[src/rtl/count_sequencer.sv]
// count_sequencer: command sequencer for an external up/down counter.
// Accepts start/stop pulses, divides the clock into count ticks, and issues
// registered clear/load/step pulses. In one-shot mode it halts in DONE once
// the fed-back count reaches the target. Every output is a register, so each
// response appears one cycle after the causing input is sampled.
module count_sequencer #(
    parameter int WIDTH    = 4,
    parameter int TICK_DIV = 8388608
) (
    input  logic             clk,
    input  logic             rst,
    input  logic             start,
    input  logic             stop,
    input  logic             dir_up,
    input  logic             one_shot,
    input  logic [WIDTH-1:0] limit,
    input  logic [WIDTH-1:0] count,
    output logic             cnt_en,
    output logic             cnt_up,
    output logic             cnt_clr,
    output logic             cnt_load,
    output logic [WIDTH-1:0] load_val,
    output logic             busy,
    output logic             done,
    output logic [1:0]       state
);

    // Prescaler width covers 0 .. TICK_DIV-1.
    localparam int PW = (TICK_DIV > 2) ? $clog2(TICK_DIV) : 1;
    localparam logic [PW-1:0] TICK_LAST = PW'(TICK_DIV - 1);

    typedef enum logic [1:0] {
        S_IDLE  = 2'b00,
        S_RUN   = 2'b01,
        S_PAUSE = 2'b10,
        S_DONE  = 2'b11
    } state_t;

    state_t           r_state;
    logic [PW-1:0]    r_presc;
    logic             r_dir;
    logic             r_one_shot;
    logic [WIDTH-1:0] r_limit;
    logic             r_cnt_en;
    logic             r_cnt_clr;
    logic             r_cnt_load;
    logic             r_busy;
    logic             r_done;

    state_t           w_state_next;
    logic [PW-1:0]    w_presc_next;
    logic             w_dir_next;
    logic             w_one_shot_next;
    logic [WIDTH-1:0] w_limit_next;
    logic             w_cnt_en_next;
    logic             w_cnt_clr_next;
    logic             w_cnt_load_next;
    logic             w_tick;
    logic [WIDTH-1:0] w_target;

    // A tick happens on the last prescaler value; only meaningful in RUN.
    assign w_tick   = (r_presc == TICK_LAST);
    // One-shot end point: the loaded limit when counting up, zero when down.
    assign w_target = r_dir ? r_limit : '0;

    // Next-state and next-output decode; stop always outranks start.
    always_comb begin
        w_state_next    = r_state;
        w_presc_next    = r_presc;
        w_dir_next      = r_dir;
        w_one_shot_next = r_one_shot;
        w_limit_next    = r_limit;
        w_cnt_en_next   = 1'b0;
        w_cnt_clr_next  = 1'b0;
        w_cnt_load_next = 1'b0;

        case (r_state)
            S_IDLE, S_DONE: begin
                if (stop) begin
                    // Stop returns DONE to IDLE; in IDLE it has no effect.
                    w_state_next = S_IDLE;
                end else if (start) begin
                    // Fresh launch: latch settings, restart the prescaler,
                    // and initialise the counter (clear for up, load for down).
                    w_state_next    = S_RUN;
                    w_presc_next    = '0;
                    w_dir_next      = dir_up;
                    w_one_shot_next = one_shot;
                    w_limit_next    = limit;
                    w_cnt_clr_next  = dir_up;
                    w_cnt_load_next = ~dir_up;
                end
            end
            S_RUN: begin
                if (stop) begin
                    // Pause freezes the prescaler at its current value.
                    w_state_next = S_PAUSE;
                end else if (w_tick) begin
                    w_presc_next = '0;
                    if (r_one_shot && (count == w_target)) begin
                        w_state_next = S_DONE;
                    end else begin
                        w_cnt_en_next = 1'b1;
                    end
                end else begin
                    w_presc_next = r_presc + PW'(1);
                end
            end
            S_PAUSE: begin
                if (stop) begin
                    w_state_next = S_IDLE;
                end else if (start) begin
                    // Resume with the frozen prescaler and latched settings.
                    w_state_next = S_RUN;
                end
            end
            default: begin
                w_state_next = S_IDLE;
            end
        endcase
    end

    // State, prescaler, latched settings and registered outputs.
    always_ff @(posedge clk) begin
        if (rst) begin
            r_state    <= S_IDLE;
            r_presc    <= '0;
            r_dir      <= 1'b0;
            r_one_shot <= 1'b0;
            r_limit    <= '0;
            r_cnt_en   <= 1'b0;
            r_cnt_clr  <= 1'b0;
            r_cnt_load <= 1'b0;
            r_busy     <= 1'b0;
            r_done     <= 1'b0;
        end else begin
            r_state    <= w_state_next;
            r_presc    <= w_presc_next;
            r_dir      <= w_dir_next;
            r_one_shot <= w_one_shot_next;
            r_limit    <= w_limit_next;
            r_cnt_en   <= w_cnt_en_next;
            r_cnt_clr  <= w_cnt_clr_next;
            r_cnt_load <= w_cnt_load_next;
            r_busy     <= (w_state_next == S_RUN);
            r_done     <= (w_state_next == S_DONE);
        end
    end

    assign cnt_en   = r_cnt_en;
    assign cnt_up   = r_dir;
    assign cnt_clr  = r_cnt_clr;
    assign cnt_load = r_cnt_load;
    assign load_val = r_limit;
    assign busy     = r_busy;
    assign done     = r_done;
    assign state    = r_state;

endmodule

[config.mk]
export PLATFORM = sky130hd
export DESIGN_NAME = count_sequencer
export DESIGN_NICKNAME = d
export VERILOG_FILES = /design/src/rtl/count_sequencer.sv
export SDC_FILE = /design/constraint.sdc
export NUM_CORES = 1
export LEC_CHECK = 0
export ABC_AREA = 1
export BUFFER_PORTS_ARGS = -buffer_cell sky130_fd_sc_hd__buf_2
export CORE_ASPECT_RATIO = 1.75
export CORE_MARGIN = 3
export CORE_UTILIZATION = 57
export DETAILED_ROUTE_END_ITERATION = 6
export GPL_TIMING_DRIVEN = 0
export HOLD_SLACK_MARGIN = 0.06
export PLACE_DENSITY_LB_ADDON = 0.12
export SLEW_MARGIN = 5
export SYNTH_ARGS = -nofsm -noshare
export SYNTH_HDL_FRONTEND = slang
export SYNTH_SLANG_ARGS = --single-unit
[constraint.sdc]
create_clock -name clk -period 1.9 [get_ports clk]
set_input_delay 0.19 -clock clk [delete_from_list [all_inputs] [get_ports clk]]
set_output_delay 0.19 -clock clk [all_outputs]
set_load 0.005 [all_outputs]
==> results of run 1 <==
==> worst reg2reg max path, delay by kind of cell, from the launching register on <==
kind                       cells  cell delay (ns)
adders and majority gates      1             0.32
buffers and inverters          3             0.29
DFF                            1             0.35
and+or+nand+nor                8             0.76
==> path summary, 6_finish.rpt <==
path                     from           to  slack, ns
hold reg to reg   r_presc[22]  r_presc[22]       0.46
setup / recovery     state[1]  r_presc[21]       0.14
hold / removal            rst  r_presc[19]       0.10
setup reg to reg     state[1]  r_presc[21]       0.14
==> cell families after synthesis <==
group / count (synthesis) / synth area share
fa+ha+maj: 2 / 0.0128
xor+xnor: 2 / 0.00894
simple gates: 167 / 0.437
flops: 36 / 0.368
buf+inv: 42 / 0.0971
compound gates: 27 / 0.0760
==> cell usage after synthesis (all sizes together), types with 2 or more instances <==
cell type | n | share of area
dfxtp | 36 | 0.37
a21oi | 15 | 0.042
nor3 | 13 | 0.043
nand2 | 60 | 0.15
nor4 | 2 | 0.0064
inv | 39 | 0.075
nor2 | 61 | 0.14
o21ai | 10 | 0.026
buf | 2 | 0.020
nand4 | 6 | 0.019
nand3 | 21 | 0.064
ha | 2 | 0.013
nand3b | 2 | 0.0077
==> registers in the layout, indices dropped and copies added, names as in the netlist <==
name and flops:
r_presc 23, load_val 4, state 2, busy 1, cnt_clr 1, cnt_en 1, cnt_load 1, cnt_up 1
done 1, r_one_shot 1
==> timing repair <==
| item | CTS | global route |
|---|---|---|
| setup buffers | 0 | 2 |
| gates resized for setup | 0 | 1 |
| hold buffers | 1 | 0 |
| endpoints found under the setup margin | 0 | 6 |
| hold endpoints to repair | 1 | 0 |
==> power by group through the flow <==
stage | clock network (uW) | registers [uW] | logic, uW
4_1_cts | 533 | 779 | 138
6_report | 520 | 780 | 139
5_1_grt | 563 | 781 | 154
3_3_place_gp | 0 | 797 | 134
3_5_place_dp | 0 | 797 | 136
2_1_floorplan | 0 | 797 | 90.0
==> metal layers <==
metal	GRT usage	vias to the layer above
li1	-	951
met1	0.199	815
met2	0.437	44
met3	0.0376	18
met4	0.100	0
met5	0	-
==> final cells by class <==
type | count | area share
buffer | 3 | 0.0194
clock buffer | 5 | 0.0306
clock inverter | 2 | 0.00556
inverter | 39 | 0.0650
multi-input combinational | 198 | 0.469
sequential | 36 | 0.320
tap | 43 | 0.0239
timing repair buffer | 28 | 0.0667
==> per-stage QoR <==
stage,area [um^2],hold WS (ns),power [uW],util
after floorplan,1960,0.259,887,-
after global placement,2140,0.362,931,0.666
after detailed placement,2140,0.367,933,0.666
after CTS,2230,0.106,1450,0.695
after global routing,2250,0.123,1500,0.702
final,2250,0.102,1440,0.702
==> out/qor.csv, run 1 <==
metric,value,unit
Leakage,0.000913,uW
Routed WL,4190,um
drt pass-1 iters,5,
most frequent cells in the layout,"51 x nand2_1, 50 x nor2_1, 37 x inv_1, 36 x dfxtp_1, 25 x buf_2",
slew margin rel.,0.701,
Levels on crit path,12,
ratio of cells with drive above 1 in the final layout,0.222,
core area,3210,um^2
Tightest Pin Transition,0.448,ns
die area,4200,um^2
period utilisation layout,0.928,
"EDFF count, synth",0,
"slowest stage delay, CP",0.35,ns
largest net degree at the start of global routing,12,
met2 WL post-DR,2400,um
internal power,1080,uW
RSZ-0062 raised after global routing,no,
maxcap violations,0,
Slew Limit Fails,0,
crit-path most repeated cell,nand2_1,
length of routed met3 wiring,132,um
sw frac,0.253,
Reg2Reg Depth,12,
GP Congestion,0.812,
status,finished clean,
Non-Filler Instances,354,
Switch Pwr,364,uW
vias per cell,5.16,
syn_area_per_cell,7.10,um^2
synthesized net count,292,
Overflow after GRT,0,
critical-path cell list,"inv_1, ha_1, inv_1, nand3_2, nand2_4, nand2_1, nor2_4, buf_4, nand3_1, nand2_1, nand2_1, nor2_2",
GRT Util Overall,0.219,
post-synth cell types,29,
Routed WL per cell,11.8,um
worst hold path depth,2,
"Reg clk slew, reported paths",0.07,ns
clock latency on the worst-skew pair,0.29,ns
DP Wirelength,3350,um
"CP delay by family, top",simple AND/OR/NAND/NOR gates,
Routed Antenna Nets,0,
"most common cell after layout, fill and taps aside",nand2_1,
Area Growth Syn to Fin,14.9,%
Worst Setup Start Kind,flip-flop,
# DRC,0,
IO Count,26,
number of synthesis warnings,0,
number of global-route vias before repair,1710,
Layout Nets,327,
clock power share,0.362,
Logic pwr share,0.096,
clock buffer depth,2,
total negative setup slack,0,ns
synthesized cell area,1960,um^2
routed length on met1,1510,um
clock sink count,36,
power per standard cell area,639,nW/um^2
Worst Path Arrival,1.99,ns
Die W,50.3,um
TritonCTS clock tree,done,
Setup Skew,0.00459,ns
Async SR Flop Fraction,0,
DRT iter0 DRCs,52,
synthesized flop and latch total,36,
sequential area share after synthesis,0.368,
CP endpoint kind,flip-flop,
initial antenna violation count,0,
Cells after Synth,276,
Final setup viols,0,
Crit Path Class,flip-flop to flip-flop,
highest routed layer,met4,
fin crit period,1.76,ns
Diodes inserted,0,
root buffer cell,clkbuf_8,
CP max-delay cell,dfxtp_1,
Seq. cell area,721,um^2
num rows,27,
Worst Path Required,2.13,ns
setup ws final,0.137,ns
post-place setup slack,0.0823,ns
final hold viol count,0,
first-pass GRT wire length,7160,um
Starting Density,0.611,
Chip Height,83.6,um
Max rail drop VDD,715,uV
ys flop type,dfxtp_1,
Multi-input gate area,1060,um^2
HP Class,primary input to flip-flop,
Critical path buffers and inverters,3,
CP Max Fanout,6,
H-tree Lvls,2,
Fmax,567,MHz
register share of total power,0.542,
dpl cells,344,
CTS Buf Count,5,
vias,1828,
Port-buffer cells,25,
Fillers,276,
Power figures use the tool's default switching activity.
==> run 2, diff against run 1 <==
--- a/config.mk
+++ b/config.mk
@@ -12,8 +12,8 @@
 export CORE_UTILIZATION = 57
 export DETAILED_ROUTE_END_ITERATION = 6
 export GPL_TIMING_DRIVEN = 0
-export HOLD_SLACK_MARGIN = 0.06
 export PLACE_DENSITY_LB_ADDON = 0.12
+export SETUP_SLACK_MARGIN = 0.2
 export SLEW_MARGIN = 5
 export SYNTH_ARGS = -nofsm -noshare
 export SYNTH_HDL_FRONTEND = slang
==> run 2 against run 1 <==
Cell area is 1.8% higher. Via count is 0.27% higher. Core utilization is 1.3 points higher. Power is 0.96% higher. Critical path type unchanged. Highest routed layer unchanged. Register-to-register slack better by 0.13 ns. Setup slack better by 0.13 ns. Wire length is 2.4% higher. Clock skew is 0.0025 ns higher.
==> out/qor.csv, run 2 (same netlist as run 1, synthesis figures left out) <==
metric,value,unit,change
period utilisation layout,0.858,,-0.0705
critical-path cell list,"inv_2, ha_4, nand3_4, nand2_4, buf_12, nand2_4, nor2_4, nand2_1, nor2_1, nor3_2",,
vias per cell,5.15,,-0.29%
Worst Path Required,2.08,ns,-0.05 ns
status,finished clean,,
Area Growth Syn to Fin,17.0,%,
CTS Buf Count,5,,unchanged
final hold viol count,0,,unchanged
Routed WL per cell,12.0,um,+1.8%
Layout Nets,329,,+0.61%
Worst Path Arrival,1.81,ns,-0.18 ns
Die W,50.3,um,unchanged
clock latency on the worst-skew pair,0.29,ns,about the same
Port-buffer cells,25,,unchanged
H-tree Lvls,2,,unchanged
GRT busiest layer,met2,,
"Reg clk slew, reported paths",0.08,ns,about the same
clock buffer depth,2,,unchanged
drt pass-1 iters,6,,+1
Max rail drop VDD,725,uV,+1.4%
Worst Setup Start Kind,flip-flop,,
dpl cells,344,,unchanged
slew margin rel.,0.705,,+0.00341
Leakage,0.000924,uW,+1.2%
TritonCTS clock tree,done,,
Final setup viols,0,,unchanged
HP Class,primary input to flip-flop,,
Non-Filler Instances,356,,+0.56%
largest net degree at the start of global routing,12,,unchanged
ratio of cells with drive above 1 in the final layout,0.268,,+0.0465
maxcap violations,0,,unchanged
num rows,27,,unchanged
CP max-delay cell,dfxtp_2,,
Overflow after GRT,0,,unchanged
Starting Density,0.611,,unchanged
first-pass GRT wire length,7240,um,+1.1%
total negative setup slack,0,ns,unchanged
Critical path buffers and inverters,2,,-1
RSZ-0062 raised after global routing,yes,,
DP Wirelength,3350,um,unchanged
clock sink count,36,,unchanged
M1 GR Usage,0.199,,+0.000452
power per standard cell area,633,nW/um^2,-0.86%
CP Max Fanout,8,,+2
Reg with most FFs,r_presc,,
root buffer cell,clkbuf_8,,
number of global-route vias before repair,1718,,+0.47%
fin crit period,1.63,ns,-0.134 ns
initial antenna violation count,0,,unchanged
Setup Skew,0.00708,ns,+0.00249 ns
Crit Path Class,flip-flop to flip-flop,,
Fillers,270,,-2.2%
GRT met3 Usage,0.0394,,+0.00179
Fmax,614,MHz,+8.2%
CP endpoint kind,flip-flop,,
Routed WL,4290,um,+2.4%
GRT Util Overall,0.221,,+0.00229
IO Count,26,,unchanged
vias,1833,,+0.27%
crit-path most repeated cell,nand2_4,,
Diodes inserted,0,,unchanged
M2 GR Usage,0.443,,+0.00595
GP Congestion,0.812,,unchanged
"CP delay by family, top",simple AND/OR/NAND/NOR gates,,
Slew Limit Fails,0,,unchanged
Tightest Pin Transition,0.443,ns,-0.00512 ns
most frequent cells in the layout,"49 x nor2_1, 49 x nand2_1, 35 x inv_1, 31 x dfxtp_1, 25 x buf_2",,
Chip Height,83.6,um,unchanged
Routed Antenna Nets,0,,unchanged
die area,4200,um^2,unchanged
# DRC,0,,unchanged
"slowest stage delay, CP",0.34,ns,about the same
DRT iter0 DRCs,57,,+9.6%
max reg flops,23,,unchanged
core area,3210,um^2,unchanged
run 2: cell type report:
type                       count  area (um^2)  share of cell area
multi-input combinational    198         1080               0.470
tap                           43         53.8              0.0235
inverter                      39          146              0.0638
clock buffer                   5         68.8              0.0300
timing repair buffer          30          163              0.0709
sequential                    36          727               0.317
clock inverter                 2         12.5             0.00546
buffer                         3         43.8              0.0191
run 2: worst register-to-register path: cells and delay by family (launching register included):
kind | cells | cell delay [ns]
buf+inv | 2 | 0.18
flops | 1 | 0.34
fa+ha+maj | 1 | 0.28
simple gates | 7 | 0.72
run 2: worst paths after layout:
check	startpoint	cells after the start	slack, ns	to
max	state[1]	10	0.27	r_presc[18]
min	dir_up	2	0.06	cnt_load
max reg2reg	state[1]	10	0.27	r_presc[18]
min reg2reg	r_presc[22]	2	0.46	r_presc[22]
run 2: report_power, final:
| part | total, uW | internal (uW) | switching (uW) |
|---|---|---|---|
| registers | 781 | 769 | 11.6 |
| logic | 147 | 64.9 | 82.3 |
| clock network | 524 | 248 | 276 |
run 2: per-layer routing:
metal	vias to the layer above	wire length, um
li1	950	-
met1	826	1490
met2	40	2510
met3	17	145
met4	0	150
met5	-	0
run 2: through the flow:
| stage | setup slack (ns) | instance area (um^2) | utilization | hold WS [ns] | total power, uW |
|---|---|---|---|---|---|
| after CTS | 0.207 | 2240 | 0.698 | 0.0589 | 1450 |
| final | 0.271 | 2290 | 0.715 | 0.0645 | 1450 |
| after floorplan | 0.264 | 1960 | - | 0.259 | 887 |
| after global placement | 0.109 | 2140 | 0.666 | 0.362 | 931 |
| after global routing | 0.160 | 2290 | 0.715 | 0.0542 | 1510 |
| after detailed placement | 0.0823 | 2140 | 0.666 | 0.367 | 933 |
run 2: timing repair:
action                                  4_1_cts  5_1_grt
pin swaps                                     2        4
endpoints found under the setup margin       12       14
hold buffers                                  0        0
resized for setup                             3       11
setup buffers                                 0        5
